===== src/rtl/program_counter.sv =====
// Program counter: holds the fetch address and selects hold / +4 / relative branch / absolute jump.
// Optional macro PC_ALIGN_EN forces the next PC and reset vector to word alignment.
module program_counter #(
    parameter int               WIDTH        = 64,
    parameter logic [WIDTH-1:0] RESET_VECTOR = '0
) (
    input  logic             clock,
    input  logic             reset,
    input  logic [WIDTH-1:0] pc_in,
    input  logic [1:0]       ps,
    output logic [WIDTH-1:0] pc_out,
    output logic [WIDTH-1:0] PC4
);

    localparam logic [WIDTH-1:0] FOUR = WIDTH'(4);

`ifdef PC_ALIGN_EN
    localparam logic [WIDTH-1:0] ALIGN_MASK = ~WIDTH'(3);
`else
    localparam logic [WIDTH-1:0] ALIGN_MASK = '1;
`endif

    localparam logic [WIDTH-1:0] RST_PC = RESET_VECTOR & ALIGN_MASK;

    logic [WIDTH-1:0] r_pc;
    logic [WIDTH-1:0] w_pc4;
    logic [WIDTH-1:0] w_next;
    logic [WIDTH-1:0] w_sel;

    assign w_pc4 = r_pc + FOUR;

    // pc_in is only routed through the mux for ps[1]=1, so hold/sequential never see its X.
    always_comb begin
        w_sel = r_pc;
        case (ps)
            2'b00:   w_sel = r_pc;
            2'b01:   w_sel = w_pc4;
            2'b10:   w_sel = r_pc + {pc_in[WIDTH-3:0], 2'b00};
            2'b11:   w_sel = pc_in;
            default: w_sel = r_pc;
        endcase
    end

    assign w_next = w_sel & ALIGN_MASK;

    always_ff @(posedge clock or posedge reset) begin
        if (reset)
            r_pc <= RST_PC;
        else
            r_pc <= w_next;
    end

    assign pc_out = r_pc;
    assign PC4    = w_pc4;

endmodule


===== config.mk =====
export PLATFORM = sky130hd
export DESIGN_NAME = program_counter
export DESIGN_NICKNAME = d
export VERILOG_FILES = /design/src/rtl/program_counter.sv
export SDC_FILE = /design/constraint.sdc
export NUM_CORES = 1
export LEC_CHECK = 0
export BUFFER_PORTS_ARGS = -buffer_cell sky130_fd_sc_hd__buf_2
export CAP_MARGIN = 0
export CORE_MARGIN = 3
export CORE_UTILIZATION = 57
export CTS_CLUSTER_DIAMETER = 80
export CTS_CLUSTER_SIZE = 14
export DETAILED_ROUTE_END_ITERATION = 8
export GPL_ROUTABILITY_DRIVEN = 1
export HOLD_SLACK_MARGIN = 0.15
export PLACE_DENSITY = 0.94
export SLEW_MARGIN = 20
export SYNTH_ARGS = -nofsm -noshare
export SYNTH_HDL_FRONTEND = slang
export SYNTH_SLANG_ARGS = --single-unit
export TNS_END_PERCENT = 30

===== constraint.sdc =====
create_clock -name clock -period 6 [get_ports clock]
set_input_delay 0.3 -clock clock [delete_from_list [all_inputs] [get_ports clock]]
set_output_delay 0.3 -clock clock [all_outputs]
set_load 0.1 [all_outputs]

==> results.md <==
- The total overflow reported by the global router is 0.
- The cell-internal power is 2.007 mW.
- By area the synthesized netlist is led by dfrtp_1 (19%), xnor2_1 (9.2%), ha_1 (9.2%).
- Total power for the finished layout comes to 5.704 mW.
- The maximum VDD drop is 0.0004339 V.
- In this run the horizontal extent of the chip is 127.9 um.
- The first global-routing pass estimated 43830 um of wire.
- For this configuration, the core starts out at a cell density of 0.5965.
- The final weighted congestion in routability-driven placement is 0.9544.
- The number of instances in the synthesized netlist is 1143.
- The number of pins with negative max-slew slack in the final report is 0.
- The sequential power share is 0.149.
- The via count of the first global-routing pass is 8751.
- The post-route fraction of the period consumed by the critical path is 0.6754.
- The placeable core area is 0.01420 mm^2.
- Entering global routing, the biggest net connects 84 pins.
- The unique cell type count in the Yosys netlist is 75.
- In the global route stage, overall resource usage came out at 0.3230.
- Counting I/O delays and the setup requirement, the final critical path takes 4.052 ns.
- The maximum fanout encountered on the critical timing path is 7.
- Post-CTS timing repair inserted 0 buffers for setup.
- For the final database, setup skew stands at 0.008242 ns.
- The share of the yosys chip area belonging to registers is 0.1890.
- The proportion of total power due to net switching is 0.6482.
- STA classifies the critical path endpoint as an output pin.
- The run finished with clean final reports.
- In this run, placement finished with an instance count of roughly 1500.
- The sum of negative setup slack is 0 ns.
- Using the TritonRoute via totals, the vias-per-cell ratio works out to between 6 and 7.
- The final hold violation count is 0.
- The fraction of power consumed by combinational cells is 0.733.
- The die covers 0.01636 mm^2.
- The total CTS buffers is 9.
- The switching power summed over all nets is 3.697 mW.
- The biggest area contributor in the post-synthesis netlist is dfrtp_1.
- The worst setup path startpoint is pc_out[2].
- The worst-case clock buffer depth is 2.
- The H-tree was split into 3 levels.
- The count of nets left with antenna violations once routing finished came out at 0.
- The fraction of registers with async set or reset after synthesis is 1.000.
- The overall routed net length is 27070 um.
- The register bit count reported by yosys is 64.
- The CTS tree is built.
- The placed wire-length estimate is 20330 um.
- The leakage power summed over all cells is between 4 and 5 nW.
- The initialized floorplan defines 43 standard-cell rows.
- The highest achievable clock rate is 246.8 MHz.
- Dividing the detail-routed wire length by the instance count gives ~18 um.
- The relative contribution of the clock network to total power is 0.118.
- Measured against its own limit, the worst slew margin works out to 0.3868.
- The capturing element of the worst setup path is PC4[58].
- At the worst endpoint, the required time is roughly 5.7 ns.
- The dominant synthesized flop cell is dfrtp_1.
- Post-CTS repair changed the size of 0 cells.
- Counting cells, the worst reg-to-reg path comes to 13.
- The area growth from synthesis to layout is 15.60%.
- The number of sinks handled by clock tree synthesis is 64.
- The floorplan die height is 127.9 um.
- The number of standard cells in the layout, taps in and fillers out is 1470.
- The tree is rooted in a clkbuf_16.
- Port buffering added 195 buffers.
- The cell area that synthesis handed to floorplanning was 0.008472 mm^2.
- After clock tree synthesis, the clock-pin slew on the worst setup and hold paths is 0.06 ns.
- The antenna diode instance count is 0.
- The number of failing setup endpoints in the final timing report is 0.
- In this run the critical register-to-register path is captured at pc_out[58].
- In the routed design, unresolved DRC markers number 0.
- For the pin with the worst max-slew slack, the measured transition is 0.9198 ns.
- The number of flip-flops in the largest register is 64.
- The worst setup path is of the flop to output pin kind.
- The top-area cell type share of the netlist area is 0.1890.
- The worst setup path is launched from a flop.
- For this design the top-level I/O count stands at approximately 200.
- During synthesis, Yosys emitted a total of 0 warnings.
- In this run the mean area of a mapped cell was 7.412 um^2.
- The number of filler instances in the final layout is about 1200.
- At the worst endpoint, the arrival time is 3.75 ns.
- The startpoint identified for the worst register-to-register timing path is pc_out[2].
- The number of enable flip-flop cells after synthesis is 0.
- Counting every net in the synthesized netlist gives 1274.
- The number of antenna violations at the first check in global routing is 0.
- The latest clock arrival within the worst-skew pair is 0.35 ns.
- The first-iteration detailed-routing DRC count is 871.
- The ratio of cells with drive above 1 in the final layout is 0.1876.
- Before antenna repair, the detailed router went through 5 iterations.
- For flop-to-flop paths, the worst setup slack is 2.44 ns.
- The worst hold path belongs to the class input port to flop.
- Across the run, the number of max-cap violations was 0.
- Setup repair after global routing left no endpoint under its margin.
- The total power per unit cell area is 582.5 mW/mm^2.
- The net total in the final layout is around 1400.
- Across all layers, the routed design uses 9435 vias.
- The number of hold-repair buffers added at the cts stage is 0.
power groups by stage:
stage | clock network (mW) | registers [mW] | logic, mW
6_report | 0.673 | 0.847 | 4.18
3_5_place_dp | 0 | 0.847 | 4.13
4_1_cts | 0.675 | 0.840 | 4.15
3_3_place_gp | 0 | 0.834 | 4.09
2_1_floorplan | 0 | 1.69 | 2.57
5_1_grt | 0.690 | 0.874 | 4.40
routing by layer:
layer	vias to the layer above	GRT usage	wire length, um
met5	-	0	0
met4	0	0.1404	1073
met3	91	0.04833	2395
met2	525	0.5108	12190
met1	4423	0.4387	11410
li1	4396	-	-
worst min-delay path by stage:
stage / endpoint / startpoint / cells after the start / slack (ns)
3_3_place_gp: pc_out[1] / pc_out[1] / 2 / 0.49
6_report: pc_out[0] / pc_in[0] / 2 / 0.21
5_1_grt: pc_out[0] / pc_in[0] / 2 / 0.23
4_1_cts: pc_out[0] / pc_in[0] / 2 / 0.22
2_1_floorplan: pc_out[0] / pc_in[0] / 1 / 0.45
3_5_place_dp: pc_out[1] / pc_out[1] / 2 / 0.50
per-stage QoR:
stage	area [um^2]	setup slack [ns]	util	hold WS [ns]
final	9793	1.948	0.6895	0.2140
after global routing	9793	1.756	0.6895	0.2347
after CTS	9793	1.997	0.6895	0.2152
after detailed placement	9424	2.363	0.6635	0.4985
after global placement	9424	2.580	0.6635	0.4923
after floorplan	8472	1.216	-	0.4505
worst max-delay path, stage by stage (launching register included):
cell and delay (ns):
dfrtp_1 0.46, ha_1 0.25, and3_1 0.31, nand4_1 0.35, nor3_4 0.41, nand3_1 0.23, nor3_2 0.47, and3_1 0.30
xor2_1 0.19, buf_2 0.45
area by class of cell:
class                           instances  area, um^2  area share
Timing Repair Buffer                  200        1016      0.1037
Tap cell                              180       225.2     0.02300
Clock inverter                          6       130.1     0.01329
Multi-Input combinational cell        990        6506      0.6644
Inverter                               20       75.07    0.007666
Clock buffer                           10       239.0     0.02440
Sequential cell                        64        1602      0.1635
synth_stat cells, drive strengths merged (13+ instances only):
cell type	instances
xor2	81
nand2	151
o21ai	95
nor2	76
buf	22
xnor2	89
and3	40
o22ai	13
inv	19
dfrtp	64
clkbuf	47
a21o	26
nand4	33
nand3	58
a21oi	94
ha	62
and2	19
cells in the final DEF (no fill, tap or decap), types with 31 or more instances in the layout:
master,netlist,final
xor2_1,81,81
nand2_1,151,151
and3_1,40,40
xnor2_1,89,89
nand3_1,56,56
dfrtp_1,64,64
o21ai_0,90,90
nor2_1,75,75
a21oi_1,93,93
nand4_1,31,31
buf_2,10,194
ha_1,62,62
logic make-up after synthesis:
group / Yosys count / share of synthesized area
adders and majority gates: 63 / 0.09393
xor gates and xnor gates: 170 / 0.1757
AOI/OAI and AO/OA: 319 / 0.2341
buffers and inverters: 89 / 0.04298
DFF: 64 / 0.1890
and+or+nand+nor: 428 / 0.2508
muxes: 10 / 0.01344
Note: power is estimated with default switching activity, not from simulation.
